File: config.mk
export PLATFORM = sky130hd
export DESIGN_NAME = vending_return_ctrl_flat
export DESIGN_NICKNAME = d
export VERILOG_FILES = /design/src/rtl/vending_return_ctrl_if.sv /design/src/rtl/vending_return_ctrl.sv /design/src/flat_wrapper.sv
export SDC_FILE = /design/constraint.sdc
export NUM_CORES = 1
export LEC_CHECK = 0
export BUFFER_PORTS_ARGS = -buffer_cell sky130_fd_sc_hd__buf_4
export CORE_ASPECT_RATIO = 0.8
export CORE_MARGIN = 2
export CORE_UTILIZATION = 45
export CTS_CLUSTER_DIAMETER = 60
export CTS_CLUSTER_SIZE = 14
export DETAILED_ROUTE_END_ITERATION = 12
export PLACE_DENSITY = 0.76
export SLEW_MARGIN = 10
export SYNTH_ARGS = -nofsm -noshare
export SYNTH_HDL_FRONTEND = slang
export SYNTH_SLANG_ARGS = --single-unit
export TNS_END_PERCENT = 20
File: constraint.sdc
create_clock -name clk -period 3.1 [get_ports clk]
set_clock_uncertainty 0.1 [all_clocks]
set_input_delay 0.31 -clock clk [delete_from_list [all_inputs] [get_ports clk]]
set_output_delay 0.31 -clock clk [all_outputs]
set_load 0.01 [all_outputs]
File: src/rtl/vending_return_ctrl_if.sv
// Balance/payout bus between the coin-total adder, the front panel and the return controller.
interface vending_return_ctrl_if #(
  parameter int unsigned TOTAL_BITS = 31
);
  logic                  i_load;
  logic [TOTAL_BITS-1:0] i_total;
  logic                  i_activity;
  logic                  i_trigger_return;
  logic [TOTAL_BITS-1:0] o_total;
  logic [2:0]            o_return_coin;
  logic                  o_busy;
  logic                  o_done;

  modport master (
    output i_load, i_total, i_activity, i_trigger_return,
    input  o_total, o_return_coin, o_busy, o_done
  );

  modport slave (
    input  i_load, i_total, i_activity, i_trigger_return,
    output o_total, o_return_coin, o_busy, o_done
  );
endinterface

File: src/rtl/vending_return_ctrl.sv
// Balance register with inactivity timeout and greedy one-coin-per-clock change payout.
module vending_return_ctrl #(
  parameter int unsigned TOTAL_BITS  = 31,
  parameter int unsigned COIN0       = 100,
  parameter int unsigned COIN1       = 500,
  parameter int unsigned COIN2       = 1000,
  parameter int unsigned WAIT_CYCLES = 10
) (
  input logic                 clk,
  input logic                 reset_n,
  vending_return_ctrl_if.slave bus
);
  localparam int unsigned CNT_BITS = (WAIT_CYCLES > 1) ? $clog2(WAIT_CYCLES) : 1;

  typedef enum logic [1:0] {ST_IDLE, ST_RETURN, ST_DONE} state_t;

  state_t                state, state_n;
  logic [TOTAL_BITS-1:0] bal, bal_n;
  logic [CNT_BITS-1:0]   cnt, cnt_n;
  logic [2:0]            coin, coin_n;
  logic                  busy, done;

  // State, balance, timeout and coin registers; busy/done follow the next state
  always_ff @(posedge clk or negedge reset_n) begin
    if (!reset_n) begin
      state <= ST_IDLE;
      bal   <= '0;
      cnt   <= '0;
      coin  <= '0;
      busy  <= 1'b0;
      done  <= 1'b0;
    end else begin
      state <= state_n;
      bal   <= bal_n;
      cnt   <= cnt_n;
      coin  <= coin_n;
      busy  <= (state_n != ST_IDLE);
      done  <= (state_n == ST_DONE);
    end
  end

  // Next-state and payout decision
  always_comb begin
    state_n = state;
    bal_n   = bal;
    cnt_n   = cnt;
    coin_n  = 3'b000;
    unique case (state)
      ST_IDLE: begin
        if (bus.i_load) bal_n = bus.i_total;
        if (bus.i_trigger_return) begin
          state_n = ST_RETURN;
          cnt_n   = '0;
        end else if (bus.i_load || bus.i_activity) begin
          cnt_n = '0;
        end else if (bal != '0) begin
          if (cnt == CNT_BITS'(WAIT_CYCLES - 1)) begin
            state_n = ST_RETURN;
            cnt_n   = '0;
          end else begin
            cnt_n = cnt + CNT_BITS'(1);
          end
        end else begin
          cnt_n = '0;
        end
      end
      ST_RETURN: begin
        // Compare before subtract so the balance can never wrap
        if (bal >= TOTAL_BITS'(COIN2)) begin
          bal_n  = bal - TOTAL_BITS'(COIN2);
          coin_n = 3'b100;
        end else if (bal >= TOTAL_BITS'(COIN1)) begin
          bal_n  = bal - TOTAL_BITS'(COIN1);
          coin_n = 3'b010;
        end else if (bal >= TOTAL_BITS'(COIN0)) begin
          bal_n  = bal - TOTAL_BITS'(COIN0);
          coin_n = 3'b001;
        end else begin
          bal_n   = '0;
          state_n = ST_DONE;
        end
      end
      ST_DONE: state_n = ST_IDLE;
      default: state_n = ST_IDLE;
    endcase
  end

  assign bus.o_total       = bal;
  assign bus.o_return_coin = coin;
  assign bus.o_busy        = busy;
  assign bus.o_done        = done;
endmodule

File: src/flat_wrapper.sv
// flat-port wrapper written by rule: the top's interface ports become plain ports
module vending_return_ctrl_flat 
#(
  parameter int unsigned TOTAL_BITS  = 31,
  parameter int unsigned COIN0       = 100,
  parameter int unsigned COIN1       = 500,
  parameter int unsigned COIN2       = 1000,
  parameter int unsigned WAIT_CYCLES = 10
)
  (clk, reset_n, bus_i_load, bus_i_total, bus_i_activity, bus_i_trigger_return, bus_o_total, bus_o_return_coin, bus_o_busy, bus_o_done);
  vending_return_ctrl_if #(.TOTAL_BITS(TOTAL_BITS)) bus_i ();
  input logic clk;
  input logic reset_n;
  input wire logic [$bits(bus_i.i_load)-1:0] bus_i_load;
  input wire logic [$bits(bus_i.i_total)-1:0] bus_i_total;
  input wire logic [$bits(bus_i.i_activity)-1:0] bus_i_activity;
  input wire logic [$bits(bus_i.i_trigger_return)-1:0] bus_i_trigger_return;
  output wire logic [$bits(bus_i.o_total)-1:0] bus_o_total;
  output wire logic [$bits(bus_i.o_return_coin)-1:0] bus_o_return_coin;
  output wire logic [$bits(bus_i.o_busy)-1:0] bus_o_busy;
  output wire logic [$bits(bus_i.o_done)-1:0] bus_o_done;
  assign bus_i.i_load = bus_i_load;
  assign bus_i.i_total = bus_i_total;
  assign bus_i.i_activity = bus_i_activity;
  assign bus_i.i_trigger_return = bus_i_trigger_return;
  assign bus_o_total = bus_i.o_total;
  assign bus_o_return_coin = bus_i.o_return_coin;
  assign bus_o_busy = bus_i.o_busy;
  assign bus_o_done = bus_i.o_done;
  vending_return_ctrl #(.TOTAL_BITS(TOTAL_BITS), .COIN0(COIN0), .COIN1(COIN1), .COIN2(COIN2), .WAIT_CYCLES(WAIT_CYCLES)) u_core (.clk(clk), .reset_n(reset_n), .bus(bus_i));
endmodule
After elaboration in Yosys (flattened, before gate mapping):

Index checks and enable logic that the tools add are counted.

* flip-flop bits (word level): 42
* input port bits: 36
* output and inout bits: 36
* word-level logic and storage cells: 44

* add/subtract/negate cells: 4
* magnitude comparators: 3
* eq/ne operators: 4
* mux-type cells: 21
* reduce and logical (&&, ||, !) cells: 6

Operators by type and width (number)
* $mux 31: 4
* $pmux 31 s2: 1
* $ge 31x10->1 const B: 1
* $ge 31x7->1 const B: 1
* $ge 31x9->1 const B: 1
* $reduce_bool 31->1: 1
* $sub 31x10->31 const B: 1
* $sub 31x7->31 const B: 1
* $sub 31x9->31 const B: 1
* $mux 4: 4
* $mux 2: 7
* $mux 3: 3
* $add 4x1->4 const B: 1
* $eq 4x4->1 const B: 1
* $pmux 2 s2: 1
* $reduce_bool 2->1: 2
* $eq 2x1->1 const B: 1
* $eq 2x2->1 const B: 1
* $logic_not 2->1: 1
* $ne 2x2->1 const B: 1
* $reduce_and 2->1: 1
* $logic_or 1x1->1: 1
* $mux 1: 1

Depth between registers and ports, before layout:

Gate-level depths: netlist (run 1).

* depth in word-level cells: 7
* gate-level depth with buffers: 10
* mapped depth without buffers: 10

Least setup slack after synthesis (run 1):

No wires, ideal clock.

* path kind: reg-to-reg
* from: register u_core.bal[20], in the netlist u_core.bus.o_total[20]
* to: register u_core.bal[29], in the netlist u_core.bus.o_total[29]
* arrival: 2.542 ns
* data required time: 2.897 ns
* setup slack: 0.354 ns
* cell stages (with the launch flop): 9
* buffers on the path: 1
* cells stage by stage: dfrtp_1 or3_4 or4b_1 buf_2 nor4_4 nand2_2 nor2_4 o21ai_2 o41ai_2

* word-level cells in the longest chain between the ends: 5
* elaborated cells between the ends (all ways): 10
* those cells by class: 3 x add/sub; 3 x order compare; 4 x mux

RTL lines
* start, declared: RTL line vending_return_ctrl.sv:18 `logic [TOTAL_BITS-1:0] bal, bal_n;`
* start signal, assigned: RTL line vending_return_ctrl.sv:34 `bal <= bal_n;`
* $sub 31x7->31 / $ge 31x7->1 (equally long branches): RTL line vending_return_ctrl.sv:76, vending_return_ctrl.sv:75
* $mux 31: RTL line vending_return_ctrl.sv:75 `end else if (bal >= TOTAL_BITS'(COIN0)) begin`
* $mux 31: RTL line vending_return_ctrl.sv:72 `end else if (bal >= TOTAL_BITS'(COIN1)) begin`
* $mux 31 *: RTL line vending_return_ctrl.sv:69 `if (bal >= TOTAL_BITS'(COIN2)) begin`
* $pmux 31 s2 *: RTL line vending_return_ctrl.sv:48 `unique case (state)`

Mark *: on every way between the ends. The rest lies on a longest branch, timed or not.
A chain may end at the register's enable or synchronous reset.

Final worst setup path (run 1):

* from: register u_core.bal[18], in the netlist u_core.bus.o_total[18]
* to: register u_core.bal[19], in the netlist u_core.bus.o_total[19]

Same word-level chain as after synthesis.

==> results of run 1 <==
-- sequential cells by signal, summed over array words and instances, names as in the netlist --
name,flops
u_core.bus.o_done,1
u_core.cnt,4
u_core.bus.o_busy,1
u_core.bus.o_return_coin,3
u_core.state,2
u_core.bus.o_total,31
-- power by group through the flow --
stage / registers [W] / logic [W] / clock network [W]
2_1_floorplan: 0.000760 / 0.000391 / 0
3_3_place_gp: 0.000761 / 0.000691 / 0
3_5_place_dp: 0.000767 / 0.000703 / 0
4_1_cts: 0.000757 / 0.000706 / 0.000354
5_1_grt: 0.000776 / 0.000785 / 0.000375
6_report: 0.000760 / 0.000711 / 0.000346
-- worst max-delay path by stage --
stage / to / slack (ns) / cells after the start
finish: u_core.bus.o_total[19] / 0.16 / 8
global route: u_core.bus.o_total[10] / 0.02 / 8
CTS: u_core.bus.o_total[12] / 0.10 / 8
detailed placement: u_core.bus.o_total[12] / 0.12 / 9
global placement: u_core.bus.o_total[18] / 0.19 / 9
floorplan: u_core.bus.o_total[29] / 0.35 / 8
-- final cells by class --
class | count | area share [%]
tap | 84 | 2.71
inverter | 9 | 0.872
sequential | 42 | 27.1
clock inverter | 2 | 0.258
clock buffer | 5 | 1.78
timing repair buffer | 101 | 19.6
multi-input combinational | 291 | 47.6
-- per-stage QoR --
stage	instances	hold WS [ns]	cell area [sq um]
2_1_floorplan	366	-0.0856	3020
3_3_place_gp	526	0.235	3780
3_5_place_dp	526	0.237	3780
4_1_cts	534	0.134	3870
5_1_grt	534	0.130	3880
6_report	534	0.139	3880
-- kinds of logic (layout without fill, tap and decap cells) --
logic type      count (synthesis)  after routing
flops                          42             42
compound gates                125            125
buf+inv                        33            117
fa+ha+maj                      11             11
simple gates                  140            140
xor+xnor                       15             15
-- layer usage --
layer,vias up,part of all wire [%]
li1,1528,-
met1,1522,43
met2,173,47
met3,11,9.0
met4,0,0.73
met5,-,0
-- critical path, stage by stage (launching register included) --
cell and delay (ns):
dfrtp_1 0.45, nor4_1 0.31, buf_4 0.18, or4b_4 0.50, or2_1 0.30, nor2_1 0.26
o21ai_0 0.16, o21ai_2 0.38, o21ai_0 0.17
-- timing repair --
action,4_1_cts,5_1_grt
hold buffers,1,0
hold endpoints to repair,42,0
setup buffers,0,0
setup endpoints to repair,0,13
resized for setup,0,3
-- layout by cell type, fill, tap and decap left out, types with 3 or more instances in the layout --
cell type / instances
or3_1: 10
nand3_1: 11
o221ai_1: 11
dfrtp_1: 42
clkbuf_8: 5
o21ai_0: 30
o31ai_1: 7
a211oi_1: 3
a21oi_1: 26
nor2_1: 35
a31oi_1: 3
buf_4: 100
or2_2: 6
o211ai_1: 6
a22oi_1: 8
ha_1: 10
nand2b_1: 6
xor2_1: 8
nor4_1: 5
o41ai_2: 3
xnor2_1: 7
o21ai_1: 3
nand2_1: 32
nor3_1: 15
inv_1: 8
o22ai_1: 4
==> impl_summary.md, run 1 <==
Clocking
The clock-pin slew of the registers on the worst-case setup and hold paths is 0.09 ns. TritonCTS built the clock tree. The longest clock path from root to sink contains 2 buffers.

In this run, CTS created clock tree buffers numbering 5. The clock latency on the worst-skew pair is slightly below 0.3 ns. The clock tree root buffer cell is clkbuf_8. The H-tree was split into 2 levels. Counting every sink on the clock net gives 42.

Synthesis
The share of synthesized area occupied by flip-flops and latches is a little over a third. After Yosys synthesis, and, or, nand and nor cells account for 24.0% of the synthesized area. By area, the combinational part of the netlist is dominated by compound AO/OA/AOI/OAI gates. The post-synthesis register bit count is between 40 and 50. The adder-cell share of the synthesized area is approximately 4.5%.

In the synthesized netlist, mux cells make up 0% of the area. The netlist area before placement is 3020 sq um. The count of unique library cells instantiated by Yosys is 59. Dividing the synthesized area by the synthesized cell count gives between 8 and 9 sq um. The synthesized-area fraction occupied by ao, oa, aoi and oai cells is approximately 28%. Among all cell types in the netlist, the one instantiated most often is dfrtp_1. The portion of synthesized cell area occupied by the leading cell type is 34.8%. The number of nets produced by synthesis is 412. The total of warnings raised by yosys is 0. The XOR/XNOR share of the synthesized area is approximately 4.3%.

Of all flip-flops after synthesis, the portion carrying an async set or reset was 100%. The count of flip-flops with a built-in enable after synthesis is 0. The dominant register cell in the synthesized netlist is dfrtp_1. By count the netlist is led by 42 x dfrtp_1, 35 x nor2_1, 32 x nand2_1. After synthesis, the cell types taking the most area are dfrtp_1 35%, o21ai_0 5.0%, nor2_1 4.3%.

Of all cell types, the one taking the most synthesized area is dfrtp_1. Counting every instance in the synthesized netlist gives 366.

Pwr
The net switching power of the design is ~0.00068 W. The internal power summed over all cells is approximately 0.0011 W. The clock power share is a little under a fifth.

Combinational cells account for between 30% and 40% of the total power. The sequential share of power is a little over two fifths. In this run switching power makes up a little under two fifths of total power. The largest vdd supply drop is slightly above 0.0002 V. The power per cell area is 469 nW/um^2. The completed layout was analyzed and its total power is ~0.0018 W. For this design the static power due to leakage is 1.62 nW.

STA
The total count of hold-check failures in the final report is 0. The fraction of the cycle the final worst path needs is 94.9%. The smallest setup slack after layout is approximately 0.16 ns. The total negative slack is 0 ns. The headroom to the max-slew limit is around 26%.

Setup violations remaining at the end of the flow were counted as 0. The slew at the pin with the worst max-slew slack is around 1.1 ns. The max-slew violation count is 0. The maximum clock frequency is 340 MHz.

Setup repair after global routing left no endpoint under its margin. The final critical path time including I/O delays and setup is 2.94 ns.

Route
For this block, the routed nets add up to roughly 9600 um of wire. The final routed DRC violation total is 0. In the final routed layout, each cell accounts on average for 18.1 um. Detailed routing inserted a total of 3234 vias.

The count of TritonRoute iterations in the first routing pass is 5. The count of nets left with antenna violations once routing finished came out at 0. The average via count per standard cell is around 6.1. The violation count after the first detailed-routing iteration is approximately 270.

Finish
For this run, the share of the core covered by cells in the final layout is about 60%. The sequential cell area is 1050 sq um. The fraction of final layout cells with drive strength greater than 1 is between 20 and 30%. Relative to the synthesized area, the layout overhead comes to 28.2%. The final-layout fill cell count is about 600. Summing all multi-input logic gate instances after layout gives 1850 sq um. 0 antenna diodes ended up in the layout. In the final design database the tool counted 496 nets.

Die
In this run the horizontal extent of the chip is 95.6 um. The region available for standard cell placement spans approximately 6400 sq um. The overall die area is 7390 sq um. The cell row count is 26. In this run the count of I/O pins placed on the die edge is 72.

The initial utilization of the core area, before any placement, comes to a little under half. The floorplan die height is roughly 77 um.

Worst hold path
For hold timing, the worst endpoint is u_core.bus.o_total[2]. The startpoint identified for the worst hold timing path is bus_i_total[2]. In this run the worst hold path is classified as input port to register. The number of stages on the worst hold path is 3.

Worst setup path
The critical path capture point type is a register. The class of the most critical setup path is register to register. The worst endpoint data arrival time is approximately 3.0 ns. The kind of start point of the critical path is a register. The peak fanout along the critical path is 7. In this run the worst setup path begins at u_core.bus.o_total[18]. The startpoint of the worst-slack reg-to-reg timing path is u_core.bus.o_total[18]. The setup slack on the worst flop-to-flop path is about 0.16 ns. The worst-case reg-to-reg path depth is 8. Data on the critical path is required at its endpoint by between 3 and 4 ns.

The worst register-to-register path ends at u_core.bus.o_total[19].

Placement
The worst setup slack after placement is approximately 0.12 ns. During placement, the flow inserted port buffers numbering 71. The global placement routability congestion is between 0.9 and 1. Summed over all nets, the half-perimeter wirelength after detailed placement is around 7000 um.

Global route
After global routing the overflow that remains totals 0. The met2 track utilization from global routing is around 44%. The overall fraction of global-route tracks in use is 27.3%.

Global routing used roughly 5.8% of the available met3 tracks. The number of antenna violations at the first check in global routing is 0. The first global-routing pass estimated between 15000 and 20000 um of wire.

After global routing, the most crowded layer is met2. Entering global routing, the biggest net connects 43 pins. In the global route stage, met1 resource usage came out at approximately two fifths.

The via count of the first global-routing pass is 3164.

Run status
The flow ran to the end, and the final reports show no timing, DRC or antenna violations.

Job
The total of max-cap violations is 0.
Note: power is estimated with default switching activity, not from simulation.
==> run 2: changes to the inputs <==
--- a/config.mk
+++ b/config.mk
@@ -6,13 +6,14 @@
 export NUM_CORES = 1
 export LEC_CHECK = 0
 export BUFFER_PORTS_ARGS = -buffer_cell sky130_fd_sc_hd__buf_4
+export CAP_MARGIN = 20
 export CORE_ASPECT_RATIO = 0.8
 export CORE_MARGIN = 2
-export CORE_UTILIZATION = 45
+export CORE_UTILIZATION = 39
 export CTS_CLUSTER_DIAMETER = 60
 export CTS_CLUSTER_SIZE = 14
 export DETAILED_ROUTE_END_ITERATION = 12
-export PLACE_DENSITY = 0.76
+export PLACE_DENSITY = 0.68
 export SLEW_MARGIN = 10
 export SYNTH_ARGS = -nofsm -noshare
 export SYNTH_HDL_FRONTEND = slang
==> impl_summary.md, run 2 (synthesis gave the netlist of run 1 again) <==
Worst setup path
Worst-path cell chain: or3_4, or4b_1, nor4_4, buf_4, nand2_2, nor2_4, o21ai_2, buf_4, o41ai_2 (was nor4_1, buf_4, or4b_4, or2_1, nor2_1, o21ai_0, o21ai_2, o21ai_0). The worst-path cell with the longest stage delay is or4b_1 (was or4b_4). The peak fanout along the critical path is 7 (unchanged). The largest stage delay on the critical path is 0.61 ns (was 0.50 ns). The most frequent cell on the critical path is buf_4 (was o21ai_0). The required time reported for the critical path endpoint is 3.20 ns (was 3.16 ns). The category of cells accounting for the largest share of critical-path delay is simple AND/OR/NAND/NOR gates (unchanged). The critical path capture point type was a register (unchanged). The worst endpoint data arrival time was 3.07 ns (was 3.01 ns). The sum of buffers and inverters on the critical path is 2 (was 1). The kind of start point of the critical path is a register (unchanged). The class of the most critical setup path is register to register (unchanged).

Finish
The sequential cell area is 1050 sq um (unchanged). The flip-flop count of the largest register after layout is 31 (unchanged). The number of nets in the layout is 502 (was 496). The final design utilization is 53.1% (was 60.2%).

The multi-input combinational cell area is 1850 sq um (about the same). The final-layout fill cell count came to 698 (was 584). The layout overhead on the synthesized area is 31.0% (was 28.2%). The commonest non-fill, non-tap cell in the layout is buf_4 (unchanged). Commonest cells after routing, fill and taps aside: 106 x buf_4, 42 x dfrtp_1, 34 x nor2_1, 32 x nand2_1, 30 x o21ai_0 (was 100 x buf_4, 42 x dfrtp_1, 35 x nor2_1, 32 x nand2_1, 30 x o21ai_0). The fraction of final layout cells with drive strength greater than 1 is 29.8% (was 28.7%). The antenna diode count was 0 (unchanged).

Pwr
The sequential share of power was 40.9% (was 41.8%). The net switching power of the design is 0.000711 W (was 0.000683 W). The largest vdd supply drop is 0.000208 V (about the same).

The internal power summed over all cells is 0.00115 W (was 0.00113 W). The static leakage is 1.65 nW (was 1.62 nW). The fraction of power spent switching nets is 38.3% (was 37.6%). The power per cell area is 469 nW/um^2 (about the same). The logic gate share of total power is 39.1% (about the same). The clock power share came to 20.0% (was 19.1%).

Die
The floorplan die height is 82.7 um (was 77.3 um). The die width was 102 um (was 95.6 um). The cell row count is 28 (was 26). The number of ports placed on the die boundary came to 72 (unchanged). The total core area was 7460 sq um (was 6440 sq um). The overall die area is 8480 sq um (was 7390 sq um). The initial core utilization is 40.5% (was 46.9%).

STA
The maximum clock frequency was 336 MHz (was 340 MHz). The final critical path time including I/O delays and setup is 2.97 ns (was 2.94 ns). Setup repair after global routing missed its margin: no (unchanged). The total negative slack is 0 ns (unchanged). The total count of hold-check failures in the final report came to 0 (unchanged). The slew at the pin with the worst max-slew slack is 0.699 ns (was 1.11 ns). The max-slew violation count is 0 (unchanged).

The headroom to the max-slew limit was 52.8% (was 25.9%). The number of setup violations in the final report is 0 (unchanged). The fraction of the cycle the final worst path needs is 95.9% (was 94.9%).

Global route
The global-route wire length before repair is 15800 um (was 15900 um). The pin count of the biggest net entering global routing is 43 (unchanged). The via count of the first global-routing pass came to 3105 (was 3164).

The number of antenna violations at the first check in global routing was 0 (unchanged). The total congestion overflow after global routing is 0 (unchanged). The overall fraction of global-route tracks in use is 24.2% (was 27.3%).

Clocking
The clock tree from TritonCTS was built (unchanged). The number of buffers added by the clock tree synthesis step is 5 (unchanged). The clock-pin slew of the registers on the worst-case setup and hold paths is 0.09 ns (about the same). The maximum root-to-sink buffer count is 2 (unchanged). The clock latency on the worst-skew pair is 0.30 ns (was 0.29 ns). The sink count of the clock tree is 42 (unchanged). The maximum level of the CTS H-tree is 2 (unchanged). The clock tree root buffer cell was clkbuf_8 (unchanged).

Route
The number of nets with antenna violations after routing came to 0 (unchanged). The total wirelength of the detailed-routed design is 9980 um (was 9640 um). The final routed DRC violation total is 0 (unchanged).

The average via count per standard cell came to 5.79 (was 6.06). The total number of vias is 3252 (was 3234). The count of TritonRoute iterations in the first routing pass is 5 (unchanged). The violation count after the first detailed-routing iteration is 258 (was 271). The average detailed-routed wire length per instance is 17.8 um (was 18.1 um).

Placement
The post-DP HPWL was 7380 um (was 7110 um). The number of buffers inserted by port buffering is 71 (unchanged). The global placement routability congestion is 1.01 (was 0.952).

Job
The total of max-cap violations is 0 (unchanged).

Worst hold path
The kind of path behind the tightest hold check is input port to register (unchanged).

Run status
Status: finished, final reports clean (unchanged).
run 2: timing repair:
action	4_1_cts	5_1_grt
endpoints found under the setup margin	0	21
buffers inserted	0	1
gates resized for setup	0	3
hold endpoints to repair	42	0
hold buffers	1	0
run 2: routing by layer:
layer	global-route usage [%]	routed length, um
met3	4.38	781
met5	0	0
met1	35.0	4630
met2	36.9	4400
met4	7.20	172
run 2: stage by stage:
stage	cells	setup WS (ns)	total power [W]	hold WS [ns]	cell area, sq um
detailed placement	552	0.0384	0.00148	0.243	3850
global placement	552	0.185	0.00147	0.240	3850
finish	562	0.126	0.00186	0.121	3960
floorplan	366	0.354	0.00115	-0.0856	3020
CTS	561	0.0153	0.00186	0.116	3940
global route	562	0.0282	0.00197	0.115	3960
run 2: power groups by stage:
stage / logic (W) / clock network (W) / registers, W
2_1_floorplan: 0.000391 / 0 / 0.000760
3_3_place_gp: 0.000714 / 0 / 0.000760
3_5_place_dp: 0.000723 / 0 / 0.000760
4_1_cts: 0.000726 / 0.000379 / 0.000751
5_1_grt: 0.000796 / 0.000404 / 0.000773
6_report: 0.000727 / 0.000371 / 0.000759
run 2: path summary, 6_finish.rpt:
path	startpoint	to	cells past startpoint	slack [ns]
setup / recovery	u_core.bus.o_total[22]	u_core.bus.o_total[29]	9	0.13
hold / removal	bus_i_total[1]	u_core.bus.o_total[1]	2	0.12
setup reg to reg	u_core.bus.o_total[22]	u_core.bus.o_total[29]	9	0.13
hold reg to reg	u_core.cnt[3]	u_core.cnt[3]	1	0.39
max in group asynchronous	reset_n	u_core.bus.o_total[15]	2	2.07
min in group asynchronous	reset_n	u_core.bus.o_total[1]	2	0.43
run 2: final cells by class:
type	instances	share of cell area, %
multi-input combinational	291	46.8
sequential	42	26.5
timing repair buffer	107	20.3
tap	105	3.32
clock buffer	6	1.83
inverter	9	0.853
clock inverter	2	0.348
